[config.mk]
export PLATFORM = sky130hd
export DESIGN_NAME = add_operand_loader
export DESIGN_NICKNAME = d
export VERILOG_FILES = /design/src/rtl/add_lab_pkg.sv /design/src/rtl/byte_lane_reg.sv /design/src/rtl/add_operand_loader.sv
export SDC_FILE = /design/constraint.sdc
export NUM_CORES = 1
export LEC_CHECK = 0
export CELL_PAD_IN_SITES_DETAIL_PLACEMENT = 0
export CELL_PAD_IN_SITES_GLOBAL_PLACEMENT = 1
export CORE_MARGIN = 8
export CORE_UTILIZATION = 32
export DETAILED_ROUTE_END_ITERATION = 16
export GPL_ROUTABILITY_DRIVEN = 0
export PLACE_DENSITY_LB_ADDON = 0.2
export SKIP_LAST_GASP = 1
export SYNTH_ARGS = -nofsm -noshare
export SYNTH_HDL_FRONTEND = slang
export SYNTH_HIERARCHICAL = 1
export SYNTH_SLANG_ARGS = --single-unit
[constraint.sdc]
create_clock -name clk -period 1.6 [get_ports clk]
set_input_delay 0.4 -clock clk [delete_from_list [all_inputs] [get_ports clk]]
set_output_delay 0.4 -clock clk [all_outputs]
set_load 0.1 [all_outputs]
[src/rtl/add_lab_pkg.sv]
// ---------------------------------------------------------------------------
// add_lab_pkg
// Shared definitions for the byte-serial operand loader around the lab adder.
//   state_t     : loader FSM states (LOAD_A, LOAD_B, CAPTURE, OUT)
//   DEF_DATA_W  : default operand/result width
//   DEF_BYTE_W  : default input stream width
//   NBYTES      : bytes per operand at the default widths
//   CNT_W       : byte counter width at the default widths
// ---------------------------------------------------------------------------
package add_lab_pkg;

    typedef enum logic [1:0] {
        LOAD_A,
        LOAD_B,
        CAPTURE,
        OUT
    } state_t;

    localparam int unsigned DEF_DATA_W = 32;
    localparam int unsigned DEF_BYTE_W = 8;
    localparam int unsigned NBYTES     = DEF_DATA_W / DEF_BYTE_W;
    localparam int unsigned CNT_W      = (NBYTES > 1) ? $clog2(NBYTES) : 1;

endpackage

[src/rtl/byte_lane_reg.sv]
// ---------------------------------------------------------------------------
// byte_lane_reg
// DATA_W-bit register written one BYTE_W lane at a time; unwritten lanes hold.
//   clk, rst : clock, asynchronous active-high reset (clears to 0)
//   we       : write enable for the selected lane
//   lane     : lane index, lane k covers bits [BYTE_W*k +: BYTE_W]
//   din      : byte to write
//   q        : register contents
// ---------------------------------------------------------------------------
module byte_lane_reg #(
    parameter int unsigned DATA_W = 32,
    parameter int unsigned BYTE_W = 8,
    parameter int unsigned LANE_W = 2
) (
    input  logic              clk,
    input  logic              rst,
    input  logic              we,
    input  logic [LANE_W-1:0] lane,
    input  logic [BYTE_W-1:0] din,
    output logic [DATA_W-1:0] q
);

    localparam int unsigned N_LANES = DATA_W / BYTE_W;

    logic [DATA_W-1:0] q_q;
    logic [DATA_W-1:0] q_d;

    always_comb begin
        q_d = q_q;
        for (int unsigned i = 0; i < N_LANES; i++) begin
            if (we && (lane == LANE_W'(i))) begin
                q_d[i*BYTE_W +: BYTE_W] = din;
            end
        end
    end

    always_ff @(posedge clk or posedge rst) begin
        if (rst) begin
            q_q <= '0;
        end else begin
            q_q <= q_d;
        end
    end

    assign q = q_q;

endmodule

[src/rtl/add_operand_loader.sv]
// ---------------------------------------------------------------------------
// add_operand_loader
// Byte-serial front end for the combinational adder part_4_top_module.
// Operands A then B arrive LSB-first on an 8-bit valid/ready stream and are
// assembled into registered a/b feeding the adder; the adder's sum is
// captured one cycle after the last B byte and offered on res_valid/res_ready.
//   clk, rst            : clock, asynchronous active-high reset
//   in_data/in_valid    : operand byte stream (LSB first, A then B)
//   in_ready            : high in LOAD_A/LOAD_B
//   a, b                : registered operands to the adder
//   sum                 : combinational adder result
//   res_data/res_valid  : captured sum and its valid flag
//   res_ready           : consumer accepts res_data
//   busy                : state != LOAD_A or byte count != 0
//   res_carry           : unsigned carry-out, only with ADD_CARRY_OUT_EN
// Build option: define ADD_CARRY_OUT_EN to add the res_carry output.
// ---------------------------------------------------------------------------
module add_operand_loader
    import add_lab_pkg::*;
#(
    parameter int unsigned DATA_W = DEF_DATA_W,
    parameter int unsigned BYTE_W = DEF_BYTE_W
) (
    input  logic              clk,
    input  logic              rst,
    input  logic [BYTE_W-1:0] in_data,
    input  logic              in_valid,
    output logic              in_ready,
    output logic [DATA_W-1:0] a,
    output logic [DATA_W-1:0] b,
    input  logic [DATA_W-1:0] sum,
    output logic [DATA_W-1:0] res_data,
    output logic              res_valid,
    input  logic              res_ready,
`ifdef ADD_CARRY_OUT_EN
    output logic              res_carry,
`endif
    output logic              busy
);

    localparam int unsigned N_LANES = DATA_W / BYTE_W;
    localparam int unsigned LANE_W  = (N_LANES > 1) ? $clog2(N_LANES) : 1;
    localparam logic [LANE_W-1:0] LAST_LANE = LANE_W'(N_LANES - 1);

    state_t            state_q, state_d;
    logic [LANE_W-1:0] cnt_q, cnt_d;
    logic [DATA_W-1:0] res_data_q, res_data_d;
    logic              res_valid_q, res_valid_d;
    logic              accept;
    logic              we_a, we_b;
`ifdef ADD_CARRY_OUT_EN
    logic              res_carry_q, res_carry_d;
`endif

    always_comb begin
        state_d     = state_q;
        cnt_d       = cnt_q;
        res_data_d  = res_data_q;
        res_valid_d = res_valid_q;
`ifdef ADD_CARRY_OUT_EN
        res_carry_d = res_carry_q;
`endif
        in_ready    = (state_q == LOAD_A) || (state_q == LOAD_B);
        accept      = in_valid && in_ready;
        we_a        = accept && (state_q == LOAD_A);
        we_b        = accept && (state_q == LOAD_B);

        case (state_q)
            LOAD_A, LOAD_B: begin
                if (accept) begin
                    if (cnt_q == LAST_LANE) begin
                        cnt_d   = '0;
                        state_d = (state_q == LOAD_A) ? LOAD_B : CAPTURE;
                    end else begin
                        cnt_d = cnt_q + LANE_W'(1);
                    end
                end
            end
            CAPTURE: begin
                res_data_d  = sum;
                res_valid_d = 1'b1;
`ifdef ADD_CARRY_OUT_EN
                // a wrapped sum is smaller than either addend exactly on carry-out
                res_carry_d = (sum < a);
`endif
                state_d     = OUT;
            end
            OUT: begin
                if (res_ready) begin
                    res_valid_d = 1'b0;
                    state_d     = LOAD_A;
                end
            end
            default: state_d = LOAD_A;
        endcase
    end

    always_ff @(posedge clk or posedge rst) begin
        if (rst) begin
            state_q     <= LOAD_A;
            cnt_q       <= '0;
            res_data_q  <= '0;
            res_valid_q <= 1'b0;
        end else begin
            state_q     <= state_d;
            cnt_q       <= cnt_d;
            res_data_q  <= res_data_d;
            res_valid_q <= res_valid_d;
        end
    end

`ifdef ADD_CARRY_OUT_EN
    always_ff @(posedge clk or posedge rst) begin
        if (rst) begin
            res_carry_q <= 1'b0;
        end else begin
            res_carry_q <= res_carry_d;
        end
    end

    assign res_carry = res_carry_q;
`endif

    byte_lane_reg #(
        .DATA_W (DATA_W),
        .BYTE_W (BYTE_W),
        .LANE_W (LANE_W)
    ) u_reg_a (
        .clk  (clk),
        .rst  (rst),
        .we   (we_a),
        .lane (cnt_q),
        .din  (in_data),
        .q    (a)
    );

    byte_lane_reg #(
        .DATA_W (DATA_W),
        .BYTE_W (BYTE_W),
        .LANE_W (LANE_W)
    ) u_reg_b (
        .clk  (clk),
        .rst  (rst),
        .we   (we_b),
        .lane (cnt_q),
        .din  (in_data),
        .q    (b)
    );

    assign res_data  = res_data_q;
    assign res_valid = res_valid_q;
    assign busy      = (state_q != LOAD_A) || (cnt_q != '0);

endmodule
## Word level (Yosys, flattened, before mapping)

Cells that the tools add are included.

- $add $sub $neg: 1
- Eq/ne operators: 9
- Muxes and demuxes: 8
- Reductions and logical operators: 22

Operator list:

| operator | count |
|---|---|
| $logic_and 1x1->1 | 11 |
| $mux 2 | 5 |
| $eq 2x2->1 const B | 4 |
| $ne 2x2->1 const B | 3 |
| $pmux 2 s3 | 1 |
| $reduce_bool 2->1 | 3 |
| $eq 2x1->1 const B | 2 |
| $logic_not 2->1 | 2 |
| $reduce_and 2->1 | 2 |
| $reduce_and 3->1 | 1 |
| $add 2x1->2 const B | 1 |
| $logic_or 1x1->1 | 2 |
| $pmux 1 s2 | 1 |
| $reduce_or 2->1 | 1 |
| $mux 1 | 1 |

- Bits in registers: 101
- Output and inout port bits: 99
- Logic and storage cells: 52

## Logic depth before layout (Yosys ltp)

Gate-level depths: netlist of the first run.

- Word-level depth: 5
- Mapped depth: 6
- Mapped depth without buffers: 5

## Cells and area by module

The synthesis of the first run kept the hierarchy.

Modules (own cells, without submodules):

| module | instances | cells an instance | area an instance (um2) | sequential area each (um2) |
|---|---|---|---|---|
| byte_lane_reg | 2 | 69 | 1216.2 | 800.8 |
| add_operand_loader | 1 | 101 | 1554.0 | 925.9 |

## Worst setup path after synthesis of the first run

OpenSTA, ideal clock, no wires.

- Path type: register to output
- Start point: reg cnt_q[0]
- End point: out busy
- Arrival: 1.522 ns
- Path slack: -0.322 ns
- Stages on the path, launching flop included: 4
- Buffers on the path: 0
- Cell sequence: dfrtp_1 inv_1 ha_1 nand2_1

- Cells in the longest elaborated chain, start to end: 2

Ends and longest elaborated chain:

| element | line | RTL |
|---|---|---|
| from (decl) | add_operand_loader.sv:46 | `logic [LANE_W-1:0] cnt_q, cnt_d;` |
| from (signal assigned) | add_operand_loader.sv:106 | `cnt_q <= cnt_d;` |
| $reduce_bool 2->1 | add_operand_loader.sv:152 | `assign busy = (state_q != LOAD_A) \|\| (cnt_q != '0);` |
| $logic_or 1x1->1 | add_operand_loader.sv:152 |  |
| to (decl) | add_operand_loader.sv:38 | `output logic busy` |

Every way passes these cells.

## Worst setup path after layout of the first run

- Start point: reg state_q[0]
- End point: out in_ready

- Cells in the longest elaborated chain, start to end: 2

Ends and longest elaborated chain:

| element | line | RTL |
|---|---|---|
| from (decl) | add_operand_loader.sv:45 | `state_t state_q, state_d;` |
| from (signal assigned) | add_operand_loader.sv:105 | `state_q <= state_d;` |
| $eq 2x1->1 or $logic_not 2->1 (tied branches) | add_operand_loader.sv:63 | `in_ready = (state_q == LOAD_A) \|\| (state_q == LOAD_B);` |
| $logic_or 1x1->1 * | add_operand_loader.sv:63 |  |
| to (decl) | add_operand_loader.sv:28 | `output logic in_ready,` |

Every way passes the cells marked *; elsewhere a longest branch is shown, timed or not.

==> metrics.md, run 1 <==
| Metric | Value |
|---|---|
| RSZ-0062 raised after global routing | `yes` |
| Filler cell count | `about 950` |
| HPWL after detailed placement | `slightly below 8000 um` |
| Final Max Tran Viols | `0` |
| Clk sinks | `approximately 100` |
| Reg-to-Reg End | `u_reg_a/q[7]` |
| Fmax | `529 MHz` |
| Leading area contributor after synthesis | `dfrtp_1` |
| Reg2Reg Depth | `8` |
| Final period util | `118%` |
| Final TNS setup | `-11.71 ns` |
| Crit-path cells | `ha_4 -> buf_6 -> or2_4 -> buf_12` |
| Crit-path max FO | `3` |
| Core box area | `12100 um2` |
| Syn_area_per_cell | `~17 um2` |
| Setup crit start | `state_q[0]` |
| Min Hold Slack | `between 0.4 and 0.5 ns` |
| CP endpoint kind | `output pin` |
| Maximum clock path buffer count | `2` |
| Clk root buf | `clkbuf_16` |
| Slowest cell on crit path | `dfrtp_2` |
| FF/Latch Area | `roughly 2500 um2` |
| Synth top cells by count | `101 x dfrtp_1, 97 x mux2_2, 8 x inv_1` |
| Synth top area cells | `dfrtp_1 63%, mux2_2 27%, ha_1 2.2%` |
| Largest net degree at the start of global routing | `34` |
| Grt ovf | `0` |
| Die area | `approximately 16000 um2` |
| Starting DRT DRC Count | `190` |
| RR Startpoint | `state_q[0]` |
| Final WL | `approximately 11000 um` |
| Fraction of layout cells with a size suffix above 1 | `around three fifths` |
| Hold WC Path Type | `primary input to asynchronous set/reset pin` |
| H-tree Lvls | `3` |
| Multi-input gate area | `around 1700 um2` |
| Chip height | `~130 um` |
| Yosys top cell area share | `a little under two thirds` |
| First-pass DRT Iterations | `4` |
| Netlist cell types | `20` |
| Failing checks | `setup timing` |
| Flop-to-flop setup slack | `-0.25 ns` |
| Ant. Diodes | `0` |
| DR vias | `roughly 2700` |
| First-pass GRT wire length | `17400 um` |
| Clock Latency Late Sink | `0.34 ns` |
| Placement Rows | `40` |
| Post-Syn Area | `roughly 4000 um2` |
| Worst-path clk slew | `0.07 ns` |
| Initial cell density of the core | `between 30 and 40%` |
| I/O Pins | `143` |
| NumNets Final | `472` |
| Detail Route Antenna Nets | `0` |
| Top Usage Layer GRT | `met2` |
| Initial antenna violation count | `0` |
| Most used DFF post-synth | `dfrtp_1` |
| Async S/R FF share, synth | `100%` |
| Total CTS buffers | `9` |
| Met3 usage in global routing | `under 10%` |
| Number of global-route vias before repair | `2937` |
| Arrival time of the worst setup path | `between 1 and 1.5 ns` |
| Maxcap violations | `0` |
| M1 GR Usage | `between 10% and 20%` |
| Met2 usage | `between 20% and 30%` |
| Mapped Cells | `between 200 and 250` |
| DRC | `0` |
| Critical path required time | `roughly 1.2 ns` |
| Worst Setup EP | `in_ready` |
| Clock Skew | `approximately 0.0071 ns` |
| Slew margin rel. | `between 70% and 80%` |
| IO Port Bufs | `roughly 140` |
| Syn nets | `between 200 and 300` |
| Fin crit period | `roughly 1.9 ns` |
| Setup crit start kind | `register` |
| Seq cells post-synth | `around 100` |
| Max stage delay on crit path | `roughly 0.44 ns` |
| Top-count cell post-synth | `dfrtp_1` |
| Post-synth EDFFs | `0` |
| Total track usage | `roughly 14%` |
| Tightest Pin Transition | `0.398 ns` |
| Detailed-route vias per instance | `between 4 and 5` |
| Die width | `between 100 and 150 um` |
| Register area share after synthesis | `63.4%` |
| Yosys warnings | `6` |
| Fin. Hold Viols | `0` |
| Synth-to-layout area growth | `89.3%` |
| Endpoints failing setup | `88` |
| CTS tree | `done` |
| Critical path type | `register to output pin` |
| Final worst slack | `-0.289 ns` |
| Wire per inst | `between 15 and 20 um` |
| Outcome | `finished with violations` |
| Cts hold-fix bufs | `0` |
[sequential cells by signal, summed over array words and instances (netlist names)]
name and count:
res_data 32, u_reg_b/q 32, state_q 2, u_reg_a/q 32
res_valid 1, cnt_q 2
[cell usage in the layout (no fill, tap or decap), drive strengths merged, types with 2 or more instances in the layout]
master / instances
clkdlybuf4s50: 43
clkinv: 3
and2: 2
dfrtp: 101
a21oi: 2
nand3b: 4
inv: 9
mux2: 98
nand2: 2
ha: 7
buf: 129
nor3b: 2
clkbuf: 14
nand3: 2
[stage by stage]
stage          area, um2  utilization, %  std cells  setup slack (ns)
4_1_cts             7310            60.4        587            -0.285
5_1_grt             7550            62.3        594            -0.336
6_report            7550            62.3        594            -0.289
3_5_place_dp        6810            56.2        562            -0.333
3_3_place_gp        6810            56.2        562            -0.327
2_1_floorplan       4020               -        239           -0.0716
[kinds of logic (layout without fill, tap and decap cells)]
kind of cell | Yosys count | after routing | synth area share, %
flip-flops | 101 | 101 | 63.4
AND/OR/NAND/NOR | 15 | 15 | 3.52
buffers and inverters | 12 | 199 | 1.73
AO/OA/AOI/OAI | 5 | 5 | 1.22
multiplexers | 99 | 99 | 27.9
adder cells (fa/ha/maj) | 7 | 7 | 2.20
[worst max-delay path, delay by kind of cell (launching register included)]
family / cells / cell delay, ns
buffers and inverters: 2 / 0.28
flip-flops: 1 / 0.44
AND/OR/NAND/NOR: 1 / 0.26
adder cells (fa/ha/maj): 1 / 0.18
[per-layer routing]
metal / up-vias / share of wire [%]
met5: - / 0
met1: 1384 / 42
li1: 1208 / -
met4: 0 / 0.89
met3: 7 / 5.6
met2: 66 / 52
[worst min path at each step]
stage	slack [ns]	to	depth (start not counted)	from
6_report	0.47	res_data[3]	3	rst
5_1_grt	0.51	u_reg_a/q[30]	3	rst
4_1_cts	0.47	u_reg_a/q[14]	3	rst
3_5_place_dp	0.56	u_reg_a/q[15]	1	u_reg_a/q[15]
3_3_place_gp	0.55	u_reg_b/q[22]	1	u_reg_b/q[22]
2_1_floorplan	0.49	res_valid	1	res_ready
[final cells by class]
class	count	area share, %
clock inverters	5	0.464
repair buffers	175	37.5
multi-input cells	126	22.2
inverters	8	0.431
clock buffers	11	3.08
flip-flops and latches	101	33.5
well taps	168	2.79
[repair_timing]
item                       in CTS  in global routing
setup endpoints to repair      41                101
resized for setup              39                 29
pin swaps                       5                  4
buffers inserted                9                  4
cloned                          0                  4
Power of run 1 is left out: the tool's default activity adds up to more than one toggle a clock period on the data nets, which glitch-free logic cannot reach.
==> inputs of run 2 (changes only) <==
- CAP_MARGIN: unset -> 20
- CTS_CLUSTER_SIZE: unset -> 10
==> results of run 2 <==
No change in the layout: final DEF, timing and power equal those of run 1.
Power of run 2 is left out for the same reason.
